### src/rtl/lbus_pkg.sv
// Shared definitions for the two-master local register bus arbiter.
// Contents: FSM state encoding, default bus widths, the read latency ceiling
// and the symbolic master indices.
package lbus_pkg;

  localparam int AW_DEF     = 8;
  localparam int DW_DEF     = 32;
  localparam int RD_LAT_MAX = 7;

  // Master indices: 0 is the TRB translator, 1 is the on-chip requester.
  localparam logic M_TRB   = 1'b0;
  localparam logic M_LOCAL = 1'b1;

  typedef enum logic [2:0] {
    IDLE,
    STROBE,
    WAIT,
    ACK,
    GAP
  } state_t;

endpackage

### src/rtl/lbus_arbiter_rr_pick2.sv
// rr_pick2: combinational round-robin picker for two requesters.
// Ports:
//   req[1:0]   - request vector
//   last_grant - index of the most recently served requester
//   gnt_valid  - at least one request is pending
//   gnt_idx    - index chosen; on a tie the requester that was not served last
// Kept as its own block so the arbitration policy can be widened later
// without touching the bus sequencing.
module rr_pick2 (
  input  logic [1:0] req,
  input  logic       last_grant,
  output logic       gnt_valid,
  output logic       gnt_idx
);

  always_comb begin
    gnt_valid = |req;
    gnt_idx   = 1'b0;
    if (req == 2'b11) begin
      gnt_idx = ~last_grant;
    end else begin
      gnt_idx = req[1];
    end
  end

endmodule

### src/rtl/lbus_arbiter.sv
// lbus_arbiter: serialises single-word transactions from two masters onto the
// shared slave register bus, with round-robin fairness and fixed read latency.
// Ports:
//   clk, rst                 - bus clock, asynchronous active-high reset
//   mN_req/we/addr/wdata     - master N request (level, held until mN_ack)
//   mN_rdata, mN_ack         - master N read data and completion pulse
//   Address, DataOut         - slave bus address / write data (held until next grant)
//   Read, Write              - one-cycle slave strobes
//   DataIn                   - OR-combined slave read data
//   owner                    - master currently or last granted
//   busy                     - high whenever the FSM is not idle
// RD_LAT is the number of cycles from Read to valid DataIn (legal 1..RD_LAT_MAX).
module lbus_arbiter
  import lbus_pkg::*;
#(
  parameter int AW     = AW_DEF,
  parameter int DW     = DW_DEF,
  parameter int RD_LAT = 1
) (
  input  logic          clk,
  input  logic          rst,
  input  logic          m0_req,
  input  logic          m0_we,
  input  logic [AW-1:0] m0_addr,
  input  logic [DW-1:0] m0_wdata,
  output logic [DW-1:0] m0_rdata,
  output logic          m0_ack,
  input  logic          m1_req,
  input  logic          m1_we,
  input  logic [AW-1:0] m1_addr,
  input  logic [DW-1:0] m1_wdata,
  output logic [DW-1:0] m1_rdata,
  output logic          m1_ack,
  output logic [AW-1:0] Address,
  output logic [DW-1:0] DataOut,
  output logic          Read,
  output logic          Write,
  input  logic [DW-1:0] DataIn,
  output logic          owner,
  output logic          busy
);

  state_t     state;
  logic       we_q;
  logic       last_grant;
  logic [2:0] lat_cnt;
  logic       gnt_valid;
  logic       gnt_idx;

  rr_pick2 u_pick (
    .req        ({m1_req, m0_req}),
    .last_grant (last_grant),
    .gnt_valid  (gnt_valid),
    .gnt_idx    (gnt_idx)
  );

  always_ff @(posedge clk or posedge rst) begin
    if (rst) begin
      state      <= IDLE;
      we_q       <= 1'b0;
      last_grant <= M_LOCAL;  // master 0 wins the first tie
      lat_cnt    <= '0;
      Address    <= '0;
      DataOut    <= '0;
      Read       <= 1'b0;
      Write      <= 1'b0;
      m0_ack     <= 1'b0;
      m1_ack     <= 1'b0;
      m0_rdata   <= '0;
      m1_rdata   <= '0;
      owner      <= M_TRB;
      busy       <= 1'b0;
    end else begin
      case (state)
        IDLE: begin
          if (gnt_valid) begin
            owner   <= gnt_idx;
            Address <= (gnt_idx == M_LOCAL) ? m1_addr  : m0_addr;
            DataOut <= (gnt_idx == M_LOCAL) ? m1_wdata : m0_wdata;
            we_q    <= (gnt_idx == M_LOCAL) ? m1_we    : m0_we;
            // Strobes are registered, so they are raised on the way into STROBE.
            Write   <= (gnt_idx == M_LOCAL) ? m1_we    : m0_we;
            Read    <= (gnt_idx == M_LOCAL) ? ~m1_we   : ~m0_we;
            busy    <= 1'b1;
            state   <= STROBE;
          end
        end

        STROBE: begin
          Read  <= 1'b0;
          Write <= 1'b0;
          if (we_q) begin
            m0_ack <= (owner == M_TRB);
            m1_ack <= (owner == M_LOCAL);
            state  <= ACK;
          end else begin
            lat_cnt <= 3'(RD_LAT - 1);
            state   <= WAIT;
          end
        end

        WAIT: begin
          if (lat_cnt == 3'd0) begin
            // Closing edge of the last WAIT cycle: DataIn is valid now.
            if (owner == M_LOCAL) begin
              m1_rdata <= DataIn;
            end else begin
              m0_rdata <= DataIn;
            end
            m0_ack <= (owner == M_TRB);
            m1_ack <= (owner == M_LOCAL);
            state  <= ACK;
          end else begin
            lat_cnt <= lat_cnt - 3'd1;
          end
        end

        ACK: begin
          m0_ack     <= 1'b0;
          m1_ack     <= 1'b0;
          last_grant <= owner;
          state      <= GAP;
        end

        GAP: begin
          // One dead cycle so a master dropping req after its ack is not regranted.
          busy  <= 1'b0;
          state <= IDLE;
        end

        default: begin
          state <= IDLE;
        end
      endcase
    end
  end

endmodule

### config.mk
export PLATFORM = sky130hd
export DESIGN_NAME = lbus_arbiter
export DESIGN_NICKNAME = d
export VERILOG_FILES = /design/src/rtl/lbus_pkg.sv /design/src/rtl/lbus_arbiter_rr_pick2.sv /design/src/rtl/lbus_arbiter.sv
export SDC_FILE = /design/constraint.sdc
export NUM_CORES = 1
export LEC_CHECK = 0
export BUFFER_PORTS_ARGS = -buffer_cell sky130_fd_sc_hd__clkbuf_2
export CORE_UTILIZATION = 50
export CTS_CLUSTER_SIZE = 8
export DETAILED_ROUTE_END_ITERATION = 16
export PLACE_DENSITY = 0.85
export SETUP_SLACK_MARGIN = 0.3
export SKIP_CTS_REPAIR_TIMING = 1
export SYNTH_ARGS = -nofsm -noshare
export SYNTH_HDL_FRONTEND = slang
export SYNTH_HIERARCHICAL = 1
export SYNTH_SLANG_ARGS = --single-unit
### constraint.sdc
create_clock -name clk -period 7.2 [get_ports clk]
set_input_delay 0.72 -clock clk [delete_from_list [all_inputs] [get_ports clk]]
set_output_delay 0.72 -clock clk [all_outputs]
set_load 0.05 [all_outputs]
## Word-level counts from Yosys, hierarchy flattened

Cells that the tools add are included.

- Flip-flop bits (word level): 118
- Input port bits: 118
- Output and inout bits: 110
- Logic and storage cells: 68

- $add $sub $neg: 1
- Eq/ne operators: 10
- Mux-type cells: 24
- Bitwise logic cells: 4
- Reductions and logical operators: 15

Operators with widths:

| kind | number |
|---|---|
| two-way mux 32 bit | 1 |
| two-way mux 3 bit | 4 |
| one-hot mux 3 bit (4 select lines) | 1 |
| AND reduction 3 bit | 4 |
| two-way mux 1 bit | 11 |
| != test 2 bit (second input constant) | 5 |
| two-way mux 8 bit | 1 |
| AND reduction 2 bit | 4 |
| == test 3 x 2 -> 1 bit (second input constant) | 2 |
| zero test 3 bit | 2 |
| one-hot mux 1 bit (2 select lines) | 3 |
| one-hot mux 1 bit (3 select lines) | 2 |
| one-hot mux 3 bit (2 select lines) | 1 |
| nonzero test 2 bit | 3 |
| inverter 1 bit | 4 |
| == test 3 x 1 -> 1 bit (second input constant) | 1 |
| == test 3 bit (second input constant) | 1 |
| nonzero test 3 bit | 1 |
| subtractor 3 x 1 -> 3 bit (second input constant) | 1 |
| == test 2 bit (second input constant) | 1 |
| OR reduction 2 bit | 1 |

## Logic depth before layout (Yosys ltp)

Gate-level depths: netlist of the first run.

- Depth in word-level cells: 5
- Gate-level depth with buffers: 6
- Depth with buffers taken out: 5

## By module

The synthesis of the first run kept the hierarchy.

Modules (own cells, without submodules):

| module | times used | cells an instance | area an instance (um^2) | sequential area each (um^2) |
|---|---|---|---|---|
| lbus_arbiter | 1 | 377 | 4,889.7 | 2,954.1 |
| rr_pick2 | 1 | 2 | 13.8 | 0.0 |

## Worst setup path after synthesis of the first run

Ideal clock, no wire load.

- Path kind: input to register
- From: input m1_req
- To: register owner
- Setup time: 0.125 ns
- Arrival time: 1.629 ns
- Data required time: 7.075 ns
- Setup slack: 5.446 ns
- Stages: 4
- Buffers on the path: 1
- Cells stage by stage: or2_1 > nor4b_2 > buf_2 > mux2_2

- Cells in the longest elaborated chain, start to end: 2
- Elaborated cells on any way between the ends: 4
- Classes of those cells: 1 x eq/ne; 1 x mux; 2 x reduce/logical

RTL lines:

| item | line | source |
|---|---|---|
| start: declaration | lbus_arbiter.sv:28 | `input logic m1_req,` |
| == test 2 bit or OR reduction 2 bit (tied branches) | lbus_arbiter_rr_pick2.sv:19, lbus_arbiter_rr_pick2.sv:17 |  |
| two-way mux 1 bit or AND reduction 2 bit (tied branches) | -- |  |
| end signal: assignment | lbus_arbiter.sv:77 | `owner <= gnt_idx;` |
| end: declaration | lbus_arbiter.sv:39 | `output logic owner,` |

Several ways; a longest one is shown, not always the timed one.
A chain may end at the register's enable or synchronous reset.

## Worst setup path after layout of the first run

- From: register lat_cnt[0]
- To: register m1_rdata[2]

- Cells in the longest elaborated chain, start to end: 2

RTL lines:

| item | line | source |
|---|---|---|
| start: declaration | lbus_arbiter.sv:46 | `logic [2:0] lat_cnt;` |
| start signal: assignment | lbus_arbiter.sv:97 | `lat_cnt <= 3'(RD_LAT - 1);` |
| start signal: assignment | lbus_arbiter.sv:114 | `lat_cnt <= lat_cnt - 3'd1;` |
| zero test 3 bit | lbus_arbiter.sv:103 | `if (lat_cnt == 3'd0) begin` |
| AND reduction 3 bit (no line) | -- |  |
| end signal: assignment | lbus_arbiter.sv:106 | `m1_rdata <= DataIn;` |
| end: declaration | lbus_arbiter.sv:32 | `output logic [DW-1:0] m1_rdata,` |

No other way between the ends.

==> impl_metrics.xml, run 1 <==
<?xml version="1.0" encoding="UTF-8"?>
<metrics>
  <group name="critical_path">
    <metric name="required" unit="ns">7.57</metric>
    <metric name="critical-path-slowest-cell" unit="">sky130_fd_sc_hd__nand4b_2</metric>
    <metric name="r2r_slack" unit="ns">4.50</metric>
    <metric name="cp_slowest_stage_delay" unit="ns">0.94</metric>
    <metric name="end_kind" unit="">flip-flop</metric>
    <metric name="cp_max_fo" unit="">32</metric>
    <metric name="timing.critical_path.from_type" unit="">flip-flop</metric>
    <metric name="reg_to_reg_critical_path_startpoint" unit="">lat_cnt[0]</metric>
    <metric name="timing_worst_setup_path_type" unit="">flip-flop to flip-flop</metric>
    <metric name="regToRegEndpoint" unit="">m1_rdata[2]</metric>
    <metric name="crit_chain" unit="">inv_1, ha_1, nor2b_1, nand4b_2, mux2_1</metric>
    <metric name="ff2ff_path_depth" unit="">5</metric>
    <metric name="arrival" unit="ns">3.07</metric>
  </group>
  <group name="placed_design">
    <metric name="gp_congestion" unit="">0.758</metric>
    <metric name="hpwl" unit="mm">8.50</metric>
    <metric name="buffer_ports.inserted" unit="">227</metric>
    <metric name="placed_area" unit="um^2">6140</metric>
  </group>
  <group name="layout">
    <metric name="final_cell_area" unit="um^2">6690</metric>
    <metric name="insertedDiodeCount" unit="">0</metric>
    <metric name="area_growth_syn_to_fin" unit="%">36.4</metric>
    <metric name="share_of_layout_cells_above_drive_strength_1" unit="%">48.9</metric>
    <metric name="mostFrequentLayoutCell" unit="">sky130_fd_sc_hd__clkbuf_2</metric>
    <metric name="fin_nets" unit="">726</metric>
    <metric name="final_cell_mix" unit="">sky130_fd_sc_hd__clkbuf_2, sky130_fd_sc_hd__dfrtp_1, sky130_fd_sc_hd__nor2_1, sky130_fd_sc_hd__mux2i_1, sky130_fd_sc_hd__a21oi_1</metric>
  </group>
  <group name="synth">
    <metric name="synth_compound_gate_area_share" unit="%">5.87</metric>
    <metric name="yosys_reg_bits" unit="">118</metric>
    <metric name="dominant_combinational_cell_family_by_area_after_synthesis" unit="">multiplexers</metric>
    <metric name="synthXorXnorAreaFrac" unit="%">0.179</metric>
    <metric name="syn-num-nets" unit="">499</metric>
    <metric name="synth_simple_gate_area_share" unit="%">5.84</metric>
    <metric name="synth_sequential_area_ratio" unit="%">60.2</metric>
    <metric name="synthMuxAreaShare" unit="%">24.6</metric>
    <metric name="yosysWarnings" unit="">6</metric>
    <metric name="synth_area_per_cell" unit="um^2">12.9</metric>
    <metric name="synth_adder_area_share" unit="%">0.510</metric>
    <metric name="synthesis.instances" unit="">379</metric>
    <metric name="synth.lib_cells_used.distinct" unit="">28</metric>
    <metric name="synth.cell_area" unit="um^2">4900</metric>
  </group>
  <group name="floorplan">
    <metric name="row_count" unit="">35</metric>
    <metric name="fp.dieArea" unit="um^2">10200</metric>
    <metric name="coreArea" unit="um^2">9370</metric>
    <metric name="initial_standard_cell_utilization_of_the_core" unit="%">52.3</metric>
    <metric name="top_level_ports" unit="">228</metric>
    <metric name="die-height" unit="um">101</metric>
    <metric name="width_of_the_chip" unit="um">101</metric>
  </group>
  <group name="sta">
    <metric name="setup_tns" unit="ns">0</metric>
    <metric name="fmax" unit="MHz">371</metric>
    <metric name="hold_viol" unit="">0</metric>
    <metric name="worst_slew_pin_tran" unit="ns">1.17</metric>
    <metric name="final.period_utilization" unit="%">37.4</metric>
    <metric name="finalCriticalPeriod" unit="ns">2.70</metric>
    <metric name="rsz0062_at_grt" unit="">no</metric>
    <metric name="maxSlewHeadroom" unit="%">21.8</metric>
    <metric name="setup_viol" unit="">0</metric>
    <metric name="fin_max_slew_vios" unit="">0</metric>
    <metric name="fin_worst_skew" unit="ns">0.0134</metric>
  </group>
  <group name="status">
    <metric name="outcome" unit="">finished, final reports clean</metric>
  </group>
  <group name="route">
    <metric name="detail_route.wl_per_cell" unit="um">15.8</metric>
    <metric name="drt-pass1-iter-count" unit="">5</metric>
    <metric name="antenna_violating_nets_post_route" unit="">0</metric>
    <metric name="routed_via_density" unit="">5.06</metric>
    <metric name="route.detailed.drc" unit="">0</metric>
    <metric name="routed_wirelength" unit="mm">11.8</metric>
    <metric name="drt_iter0_drc" unit="">89</metric>
    <metric name="dr_total_vias" unit="">3788</metric>
  </group>
  <group name="cts">
    <metric name="clock_insertion_delay_worst_skew" unit="ns">0.50</metric>
    <metric name="clockRootBuffer" unit="">sky130_fd_sc_hd__clkbuf_8</metric>
    <metric name="cts_tree" unit="">yes</metric>
    <metric name="cts_buffers" unit="">17</metric>
    <metric name="clock_sinks" unit="">118</metric>
    <metric name="clk_pin_slew_worst_paths" unit="ns">0.06</metric>
    <metric name="cts-htree-levels" unit="">4</metric>
    <metric name="clock_tree.buffer_depth" unit="">2</metric>
  </group>
  <group name="global_routing">
    <metric name="grt_max_degree" unit="">85</metric>
    <metric name="grt.overflow.total" unit="">0</metric>
    <metric name="grt_util_all_layers" unit="%">24.3</metric>
    <metric name="antenna_found_initial" unit="">0</metric>
    <metric name="grt_pass1_wl" unit="mm">18.7</metric>
    <metric name="first_global_vias" unit="">3933</metric>
  </group>
  <group name="min_path">
    <metric name="min_path_type" unit="">primary input to asynchronous set/reset pin</metric>
  </group>
  <group name="flow_run">
    <metric name="max_cap_violations" unit="">0</metric>
  </group>
</metrics>
==> synth_stat cells (all sizes together) <==
cell type,n,share of area (%)
o21a,1,0.15
and2b,1,0.15
nor4b,1,0.31
xnor2,1,0.18
inv,7,0.54
nand4b,1,0.31
or4b,1,0.20
mux2,67,15
nor2,45,3.4
nand2,6,0.46
nor2b,1,0.13
dfstp,1,0.54
o31ai,2,0.31
o21ai,3,0.31
nand3,1,0.10
o311ai,1,0.18
mux2i,45,9.2
dfrtp,117,60
clkbuf,4,0.31
buf,19,1.9
or4,1,0.15
nand3b,3,0.46
a21oi,45,4.6
ha,2,0.51
a21boi,1,0.15
a221oi,1,0.18
or2,1,0.13
==> flip-flops by register name, indices dropped and copies added (netlist names), 3 cells and up <==
signal / cells
DataOut: 32
m1_rdata: 32
state: 3
Address: 8
lat_cnt: 3
m0_rdata: 32
==> stage by stage <==
step                std cells  worst slack (ns)  utilization (%)  hold WS, ns
global placement          716              4.66             65.6        0.460
global route              748              4.28             71.4        0.393
floorplan                 379              3.35                -        0.445
finish                    748              4.50             71.4        0.341
detailed placement        716              4.48             65.6        0.482
CTS                       748              4.46             71.4        0.355
==> per-layer routing <==
metal / vias to the layer above / GRT usage [%] / share of wire, %
met4: 0 / 12.0 / 3.1
met5: - / 0 / 0
li1: 1782 / - / -
met2: 149 / 42.8 / 54
met3: 31 / 6.10 / 4.8
met1: 1826 / 27.4 / 38
==> cell families after synthesis <==
kind of cell,after synthesis
flops,118
mux,112
simple gates,62
compound gates,54
buf+inv,30
fa+ha+maj,2
xor+xnor,1
==> worst max-delay path by stage <==
stage / start / endpoint / slack [ns] / cells after the start
after floorplan: rst / Address[0] / 3.35 / 1
after global placement: lat_cnt[0] / m1_rdata[2] / 4.66 / 5
after detailed placement: lat_cnt[0] / m1_rdata[2] / 4.48 / 5
after CTS: lat_cnt[0] / m1_rdata[24] / 4.46 / 5
after global routing: lat_cnt[0] / m1_rdata[10] / 4.28 / 5
final: lat_cnt[0] / m1_rdata[2] / 4.50 / 5
==> critical path, delay by kind of cell (launching register included) <==
kind | cells | cell delay [ns]
flops | 1 | 0.39
fa+ha+maj | 1 | 0.19
buf+inv | 1 | 0.09
simple gates | 2 | 1.20
mux | 1 | 0.69
==> layout make-up <==
type	count	area, um^2
clock buffers	18	428
clock inverters	14	116
fillers	688	2680
inverters	7	28.8
multi-input cells	231	1830
flip-flops and latches	118	2950
well taps	129	161
repair buffers	231	1170
Power of run 1 is left out: the tool's default activity adds up to more than one toggle a clock period on the data nets, which glitch-free logic cannot reach.
==> run 2: changes to the inputs <==
--- a/config.mk
+++ b/config.mk
@@ -5,11 +5,12 @@
 export SDC_FILE = /design/constraint.sdc
 export NUM_CORES = 1
 export LEC_CHECK = 0
+export ABC_AREA = 1
 export BUFFER_PORTS_ARGS = -buffer_cell sky130_fd_sc_hd__clkbuf_2
-export CORE_UTILIZATION = 50
+export CORE_UTILIZATION = 48
 export CTS_CLUSTER_SIZE = 8
 export DETAILED_ROUTE_END_ITERATION = 16
-export PLACE_DENSITY = 0.85
+export PLACE_DENSITY = 0.8
 export SETUP_SLACK_MARGIN = 0.3
 export SKIP_CTS_REPAIR_TIMING = 1
 export SYNTH_ARGS = -nofsm -noshare
==> constraint.sdc (replaced) <==
create_clock -name clk -period 2.5 [get_ports clk]
set_input_delay 0.25 -clock clk [delete_from_list [all_inputs] [get_ports clk]]
set_output_delay 0.25 -clock clk [all_outputs]
set_load 0.05 [all_outputs]
==> run 2 against run 1 <==
Setup slack got worse by 3.9 ns. Clock skew fell by 0.0024 ns. Hold slack got worse by 0.33 ns.
==> impl_metrics.xml, run 2 <==
<?xml version="1.0" encoding="UTF-8"?>
<metrics>
  <group name="floorplan">
    <metric name="coreArea" unit="um^2">10800</metric>
    <metric name="fp.dieArea" unit="um^2">11500</metric>
    <metric name="row_count" unit="">38</metric>
    <metric name="die-height" unit="um">107</metric>
    <metric name="width_of_the_chip" unit="um">107</metric>
    <metric name="top_level_ports" unit="">228</metric>
    <metric name="initial_standard_cell_utilization_of_the_core" unit="%">49.2</metric>
  </group>
  <group name="placed_design">
    <metric name="gp_congestion" unit="">0.782</metric>
    <metric name="buffer_ports.inserted" unit="">227</metric>
    <metric name="placed_area" unit="um^2">6500</metric>
    <metric name="hpwl" unit="mm">8.99</metric>
  </group>
  <group name="synth">
    <metric name="synthXorXnorAreaFrac" unit="%">0</metric>
    <metric name="synth_compound_gate_area_share" unit="%">17.8</metric>
    <metric name="synthesis.instances" unit="">549</metric>
    <metric name="synth_area_per_cell" unit="um^2">9.72</metric>
    <metric name="synth-edff-count" unit="">0</metric>
    <metric name="synth_simple_gate_area_share" unit="%">18.8</metric>
    <metric name="synth_sequential_area_ratio" unit="%">55.4</metric>
    <metric name="post_synth_main_area_contributors" unit="">sky130_fd_sc_hd__dfrtp_1, sky130_fd_sc_hd__o21ai_2, sky130_fd_sc_hd__nand2_1</metric>
    <metric name="synth_top_flop_cell" unit="">sky130_fd_sc_hd__dfrtp_1</metric>
    <metric name="dominant_combinational_cell_family_by_area_after_synthesis" unit="">simple AND/OR/NAND/NOR gates</metric>
    <metric name="synth.cell_area" unit="um^2">5330</metric>
    <metric name="synth.cells.most_frequent" unit="">sky130_fd_sc_hd__dfrtp_1, sky130_fd_sc_hd__nand2_1, sky130_fd_sc_hd__nor2_1, sky130_fd_sc_hd__o21ai_2, sky130_fd_sc_hd__inv_1</metric>
    <metric name="synthMuxAreaShare" unit="%">0</metric>
    <metric name="post-synth-top-area-fraction" unit="%">54.9</metric>
    <metric name="yosys.cell_count.top_type" unit="">sky130_fd_sc_hd__dfrtp_1</metric>
    <metric name="syn-num-nets" unit="">669</metric>
    <metric name="synth_top_area_cell" unit="">sky130_fd_sc_hd__dfrtp_1</metric>
    <metric name="synth-async-reset-ratio" unit="%">100</metric>
    <metric name="synth.lib_cells_used.distinct" unit="">28</metric>
    <metric name="yosys_reg_bits" unit="">118</metric>
    <metric name="yosysWarnings" unit="">6</metric>
    <metric name="synth_adder_area_share" unit="%">0.469</metric>
  </group>
  <group name="global_routing">
    <metric name="grt_max_degree" unit="">65</metric>
    <metric name="antenna_found_initial" unit="">0</metric>
    <metric name="first_global_vias" unit="">4395</metric>
    <metric name="grt_pass1_wl" unit="mm">20.3</metric>
    <metric name="grt.overflow.total" unit="">0</metric>
    <metric name="grt_util_all_layers" unit="%">22.6</metric>
  </group>
  <group name="sta">
    <metric name="finalCriticalPeriod" unit="ns">1.94</metric>
    <metric name="hold_viol" unit="">0</metric>
    <metric name="setup_viol" unit="">0</metric>
    <metric name="fmax" unit="MHz">515</metric>
    <metric name="worst_slew_pin_tran" unit="ns">0.849</metric>
    <metric name="rsz0062_at_grt" unit="">no</metric>
    <metric name="fin_worst_skew" unit="ns">0.0110</metric>
    <metric name="setup_tns" unit="ns">0</metric>
    <metric name="final.period_utilization" unit="%">77.7</metric>
    <metric name="fin_max_slew_vios" unit="">0</metric>
    <metric name="maxSlewHeadroom" unit="%">43.4</metric>
  </group>
  <group name="cts">
    <metric name="clock_tree.buffer_depth" unit="">2</metric>
    <metric name="clk_pin_slew_worst_paths" unit="ns">0.06</metric>
    <metric name="clock_insertion_delay_worst_skew" unit="ns">0.51</metric>
    <metric name="clock_sinks" unit="">118</metric>
    <metric name="cts-htree-levels" unit="">4</metric>
    <metric name="cts_buffers" unit="">17</metric>
    <metric name="cts_tree" unit="">yes</metric>
    <metric name="clockRootBuffer" unit="">sky130_fd_sc_hd__clkbuf_8</metric>
  </group>
  <group name="layout">
    <metric name="area_growth_syn_to_fin" unit="%">32.0</metric>
    <metric name="insertedDiodeCount" unit="">0</metric>
    <metric name="layout.filler_cells" unit="">881</metric>
    <metric name="final_cell_mix" unit="">sky130_fd_sc_hd__clkbuf_2, sky130_fd_sc_hd__dfrtp_1, sky130_fd_sc_hd__nand2_1</metric>
    <metric name="fin_nets" unit="">893</metric>
    <metric name="final_cell_area" unit="um^2">7040</metric>
    <metric name="mostFrequentLayoutCell" unit="">sky130_fd_sc_hd__clkbuf_2</metric>
    <metric name="share_of_layout_cells_above_drive_strength_1" unit="%">46.2</metric>
    <metric name="largestRegisters" unit="">DataOut (32), m0_rdata (32), m1_rdata (32)</metric>
  </group>
  <group name="critical_path">
    <metric name="cp_max_fo" unit="">64</metric>
    <metric name="crit_chain" unit="">inv_1, ha_1, nand2_1, nor2_4, nand2_4, nand2_1, o21ai_2</metric>
    <metric name="timing.critical_path.from_type" unit="">flip-flop</metric>
    <metric name="end_kind" unit="">flip-flop</metric>
    <metric name="r2r_slack" unit="ns">0.56</metric>
    <metric name="required" unit="ns">2.86</metric>
    <metric name="arrival" unit="ns">2.31</metric>
    <metric name="ff2ff_path_depth" unit="">7</metric>
    <metric name="cp_slowest_stage_delay" unit="ns">0.42</metric>
    <metric name="critical-path-slowest-cell" unit="">sky130_fd_sc_hd__nand2_4</metric>
    <metric name="most_used_cell_along_the_critical_path" unit="">sky130_fd_sc_hd__nand2_1</metric>
    <metric name="path_depth" unit="">7</metric>
    <metric name="reg_to_reg_critical_path_startpoint" unit="">lat_cnt[0]</metric>
    <metric name="critical-path-top-delay-family" unit="">simple AND/OR/NAND/NOR gates</metric>
    <metric name="worst_setup_path_endpoint" unit="">m1_rdata[17]</metric>
    <metric name="regToRegEndpoint" unit="">m1_rdata[17]</metric>
    <metric name="cp-startpoint" unit="">lat_cnt[0]</metric>
    <metric name="timing_worst_setup_path_type" unit="">flip-flop to flip-flop</metric>
    <metric name="critPathBufInv" unit="">1</metric>
  </group>
  <group name="route">
    <metric name="route.detailed.drc" unit="">0</metric>
    <metric name="detail_route.wl_per_cell" unit="um">13.6</metric>
    <metric name="drt_iter0_drc" unit="">294</metric>
    <metric name="routed_wirelength" unit="mm">12.6</metric>
    <metric name="routed_via_density" unit="">4.86</metric>
    <metric name="antenna_violating_nets_post_route" unit="">0</metric>
    <metric name="drt-pass1-iter-count" unit="">4</metric>
    <metric name="dr_total_vias" unit="">4495</metric>
  </group>
  <group name="status">
    <metric name="outcome" unit="">finished, final reports clean</metric>
  </group>
  <group name="flow_run">
    <metric name="max_cap_violations" unit="">0</metric>
  </group>
  <group name="min_path">
    <metric name="min_path_type" unit="">primary input to flip-flop</metric>
    <metric name="hold-path-cell-count" unit="">3</metric>
  </group>
</metrics>
-- run 2: cell count changes after synthesis, moves of 13 or more --
cell	delta
sky130_fd_sc_hd__a21oi_1	-43
sky130_fd_sc_hd__buf_6	+13
sky130_fd_sc_hd__inv_1	+36
sky130_fd_sc_hd__mux2_1	-32
sky130_fd_sc_hd__mux2_2	-35
sky130_fd_sc_hd__mux2i_1	-45
sky130_fd_sc_hd__nand2_1	+109
sky130_fd_sc_hd__nand2_2	+20
sky130_fd_sc_hd__nor2_1	+41
sky130_fd_sc_hd__o21ai_2	+64
sky130_fd_sc_hd__o31ai_1	+32
-- run 2: area by class of cell --
type	count	area (um^2)	area share [%]
inverter	47	180	2.56
timing repair buffer	235	1230	17.5
sequential	118	2950	42.0
tap	140	175	2.49
clock inverter	10	83.8	1.19
clock buffer	21	429	6.09
multi-input combinational	354	1990	28.3
-- run 2: per-stage QoR --
| stage | std cells | hold slack (ns) | util [%] | setup WS, ns |
|---|---|---|---|---|
| global placement | 892 | 0.248 | 60.0 | 0.638 |
| detailed placement | 892 | 0.252 | 60.0 | 0.509 |
| global route | 925 | 0.00283 | 65.0 | 0.425 |
| CTS | 923 | -0.289 | 64.7 | 0.442 |
| finish | 925 | 0.00728 | 65.0 | 0.557 |
| floorplan | 549 | 0.429 | - | 0.809 |
-- run 2: kinds of logic after synthesis --
group,after synthesis
DFF,118
AOI/OAI and AO/OA,115
and+or+nand+nor,237
adders and majority gates,2
buffers and inverters,77
-- run 2: worst reg2reg max path, stage by stage, from the launching register on --
cell and delay, ns:
sky130_fd_sc_hd__dfrtp_1 0.38, sky130_fd_sc_hd__inv_1 0.10, sky130_fd_sc_hd__ha_1 0.19, sky130_fd_sc_hd__nand2_1 0.13, sky130_fd_sc_hd__nor2_4 0.18, sky130_fd_sc_hd__nand2_4 0.42
sky130_fd_sc_hd__nand2_1 0.33, sky130_fd_sc_hd__o21ai_2 0.07
-- run 2: layer usage --
layer	wire length (um)	track usage [%]	vias to the layer above
met5	0	0	-
met4	168	8.61	0
met3	1090	7.93	13
met2	6170	36.9	188
met1	5150	27.4	2073
li1	-	-	2221
-- run 2: worst min path at each step --
stage / from / slack, ns / end
final: m0_wdata[6] / 0.007 / DataOut[6]
after CTS: rst / -0.29 / DataOut[13]
after floorplan: DataIn[14] / 0.43 / m0_rdata[14]
after global placement: rst / 0.25 / DataOut[5]
after global routing: m0_addr[5] / 0.003 / Address[5]
after detailed placement: rst / 0.25 / DataOut[5]
Power of run 2 is left out for the same reason.
==> run 3: changes to the inputs <==
--- a/config.mk
+++ b/config.mk
@@ -5,9 +5,9 @@
 export SDC_FILE = /design/constraint.sdc
 export NUM_CORES = 1
 export LEC_CHECK = 0
-export ABC_AREA = 1
+export ABC_AREA = 0
 export BUFFER_PORTS_ARGS = -buffer_cell sky130_fd_sc_hd__clkbuf_2
-export CORE_UTILIZATION = 48
+export CORE_UTILIZATION = 47
 export CTS_CLUSTER_SIZE = 8
 export DETAILED_ROUTE_END_ITERATION = 16
 export PLACE_DENSITY = 0.8
==> constraint.sdc (replaced) <==
create_clock -name clk -period 1.96 [get_ports clk]
set_input_delay 0.196 -clock clk [delete_from_list [all_inputs] [get_ports clk]]
set_output_delay 0.196 -clock clk [all_outputs]
set_load 0.05 [all_outputs]
==> run 3 against run 2 <==
Fmax grew 12%. Critical path depth decreased by 1. First-iteration DRC count shrank 48%. Highest routed layer unchanged. The run now ends with negative hold slack left. Critical path type unchanged.
==> impl_metrics.xml, run 3 (same netlist as run 1, synthesis figures left out) <==
<?xml version="1.0" encoding="UTF-8"?>
<metrics>
  <group name="critical_path">
    <metric name="cp_max_fo" unit="">8</metric>
    <metric name="timing_worst_setup_path_type" unit="">flip-flop to flip-flop</metric>
    <metric name="timing.critical_path.from_type" unit="">flip-flop</metric>
    <metric name="required" unit="ns">2.34</metric>
    <metric name="end_kind" unit="">flip-flop</metric>
    <metric name="arrival" unit="ns">2.12</metric>
  </group>
  <group name="floorplan">
    <metric name="initial_standard_cell_utilization_of_the_core" unit="%">49.3</metric>
    <metric name="top_level_ports" unit="">228</metric>
    <metric name="die-height" unit="um">104</metric>
    <metric name="fp.dieArea" unit="um^2">10800</metric>
    <metric name="row_count" unit="">36</metric>
    <metric name="coreArea" unit="um^2">9950</metric>
    <metric name="width_of_the_chip" unit="um">104</metric>
  </group>
  <group name="sta">
    <metric name="rsz0062_at_grt" unit="">yes</metric>
    <metric name="hold_viol" unit="">6</metric>
    <metric name="final.period_utilization" unit="%">88.8</metric>
    <metric name="maxSlewHeadroom" unit="%">61.9</metric>
    <metric name="setup_viol" unit="">0</metric>
    <metric name="fin_max_slew_vios" unit="">0</metric>
    <metric name="holdWs" unit="ns">-0.00597</metric>
    <metric name="fmax" unit="MHz">574</metric>
    <metric name="fin_worst_skew" unit="ns">0.00855</metric>
    <metric name="finalCriticalPeriod" unit="ns">1.74</metric>
    <metric name="setup_tns" unit="ns">0</metric>
    <metric name="worst_slew_pin_tran" unit="ns">0.570</metric>
  </group>
  <group name="route">
    <metric name="detail_route.wl_per_cell" unit="um">17.9</metric>
    <metric name="routed_via_density" unit="">5.15</metric>
    <metric name="route.detailed.drc" unit="">0</metric>
    <metric name="drt-pass1-iter-count" unit="">4</metric>
    <metric name="drt_iter0_drc" unit="">153</metric>
    <metric name="dr_total_vias" unit="">4160</metric>
    <metric name="antenna_violating_nets_post_route" unit="">0</metric>
    <metric name="routed_wirelength" unit="mm">14.4</metric>
  </group>
  <group name="cts">
    <metric name="clock_insertion_delay_worst_skew" unit="ns">0.50</metric>
    <metric name="clock_sinks" unit="">118</metric>
    <metric name="cts-htree-levels" unit="">4</metric>
    <metric name="clock_tree.buffer_depth" unit="">2</metric>
    <metric name="clockRootBuffer" unit="">sky130_fd_sc_hd__clkbuf_8</metric>
    <metric name="cts_buffers" unit="">17</metric>
    <metric name="clk_pin_slew_worst_paths" unit="ns">0.06</metric>
    <metric name="cts_tree" unit="">yes</metric>
  </group>
  <group name="min_path">
    <metric name="min_path_type" unit="">primary input to flip-flop</metric>
  </group>
  <group name="global_routing">
    <metric name="grt.overflow.total" unit="">0</metric>
    <metric name="antenna_found_initial" unit="">0</metric>
    <metric name="grt_util_all_layers" unit="%">23.0</metric>
    <metric name="grt_max_degree" unit="">84</metric>
    <metric name="first_global_vias" unit="">4121</metric>
    <metric name="grt_pass1_wl" unit="mm">19.7</metric>
  </group>
  <group name="layout">
    <metric name="share_of_layout_cells_above_drive_strength_1" unit="%">51.0</metric>
    <metric name="mostFrequentLayoutCell" unit="">sky130_fd_sc_hd__clkbuf_2</metric>
    <metric name="fin_nets" unit="">781</metric>
    <metric name="largestRegisters" unit="">DataOut (32), m0_rdata (32), m1_rdata (32)</metric>
    <metric name="insertedDiodeCount" unit="">0</metric>
    <metric name="final_cell_mix" unit="">sky130_fd_sc_hd__clkbuf_2, sky130_fd_sc_hd__dfrtp_1, sky130_fd_sc_hd__nor2_1, sky130_fd_sc_hd__mux2i_1, sky130_fd_sc_hd__a21oi_1</metric>
    <metric name="area_growth_syn_to_fin" unit="%">52.0</metric>
    <metric name="final_cell_area" unit="um^2">7450</metric>
  </group>
  <group name="placed_design">
    <metric name="placed_area" unit="um^2">6260</metric>
    <metric name="buffer_ports.inserted" unit="">227</metric>
    <metric name="hpwl" unit="mm">8.46</metric>
    <metric name="gp_congestion" unit="">0.744</metric>
  </group>
  <group name="status">
    <metric name="outcome" unit="">complete, but fails checks</metric>
    <metric name="violations" unit="">negative hold slack</metric>
  </group>
  <group name="flow_run">
    <metric name="max_cap_violations" unit="">0</metric>
  </group>
</metrics>
[run 3: cell count changes in the layout (fill, tap and decap cells not counted), sizes merged, moves of 33 or more]
cell,before,now
o31ai,40,2
mux2,0,67
nand2,137,6
o21ai,72,3
a21oi,2,45
dlygate4sd3,2,41
nor2,89,45
inv,45,12
mux2i,0,45
[run 3: final cells by class]
class | count | area, um^2
clock buffers | 18 | 428
clock inverters | 14 | 141
fillers | 642 | 2500
inverters | 7 | 30.0
multi-input cells | 231 | 1940
flip-flops and latches | 118 | 2960
well taps | 133 | 166
repair buffers | 286 | 1790
[run 3: final timing paths]
check,slack (ns),end,cells after the start,start
min,-0.006,DataOut[17],3,m0_wdata[17]
max,0.22,m1_rdata[8],6,lat_cnt[0]
min in group asynchronous,0.30,m1_rdata[0],3,rst
min reg2reg,0.50,m1_rdata[24],1,m1_rdata[24]
max reg2reg,0.22,m1_rdata[8],6,lat_cnt[0]
max in group asynchronous,0.98,last_grant,4,rst
[run 3: per-layer routing]
layer  vias to the layer above  track usage (%)  routed length [um]
met5                         -                0                   0
met4                         0             9.49                 439
met3                        37             5.83                 604
met2                       141             42.1                7910
met1                      2086             25.3                5460
li1                       1896                -                   -
[run 3: metrics by stage]
step | setup WS (ns) | instances | util (%) | hold slack, ns
4_1_cts | 0.220 | 758 | 68.6 | -0.270
6_report | 0.219 | 807 | 74.9 | -0.00597
5_1_grt | 0.176 | 807 | 74.9 | -0.000896
3_5_place_dp | 0.232 | 726 | 62.9 | 0.271
3_3_place_gp | 0.306 | 726 | 62.9 | 0.263
2_1_floorplan | 0.320 | 379 | - | 0.328
[run 3: critical path, stage by stage (launching register included)]
cell,delay [ns]
sky130_fd_sc_hd__dfrtp_1,0.41
sky130_fd_sc_hd__inv_2,0.09
sky130_fd_sc_hd__ha_4,0.14
sky130_fd_sc_hd__nor2b_4,0.20
sky130_fd_sc_hd__nand4b_4,0.22
sky130_fd_sc_hd__clkbuf_16,0.25
sky130_fd_sc_hd__mux2_4,0.30
Power of run 3 is left out for the same reason.
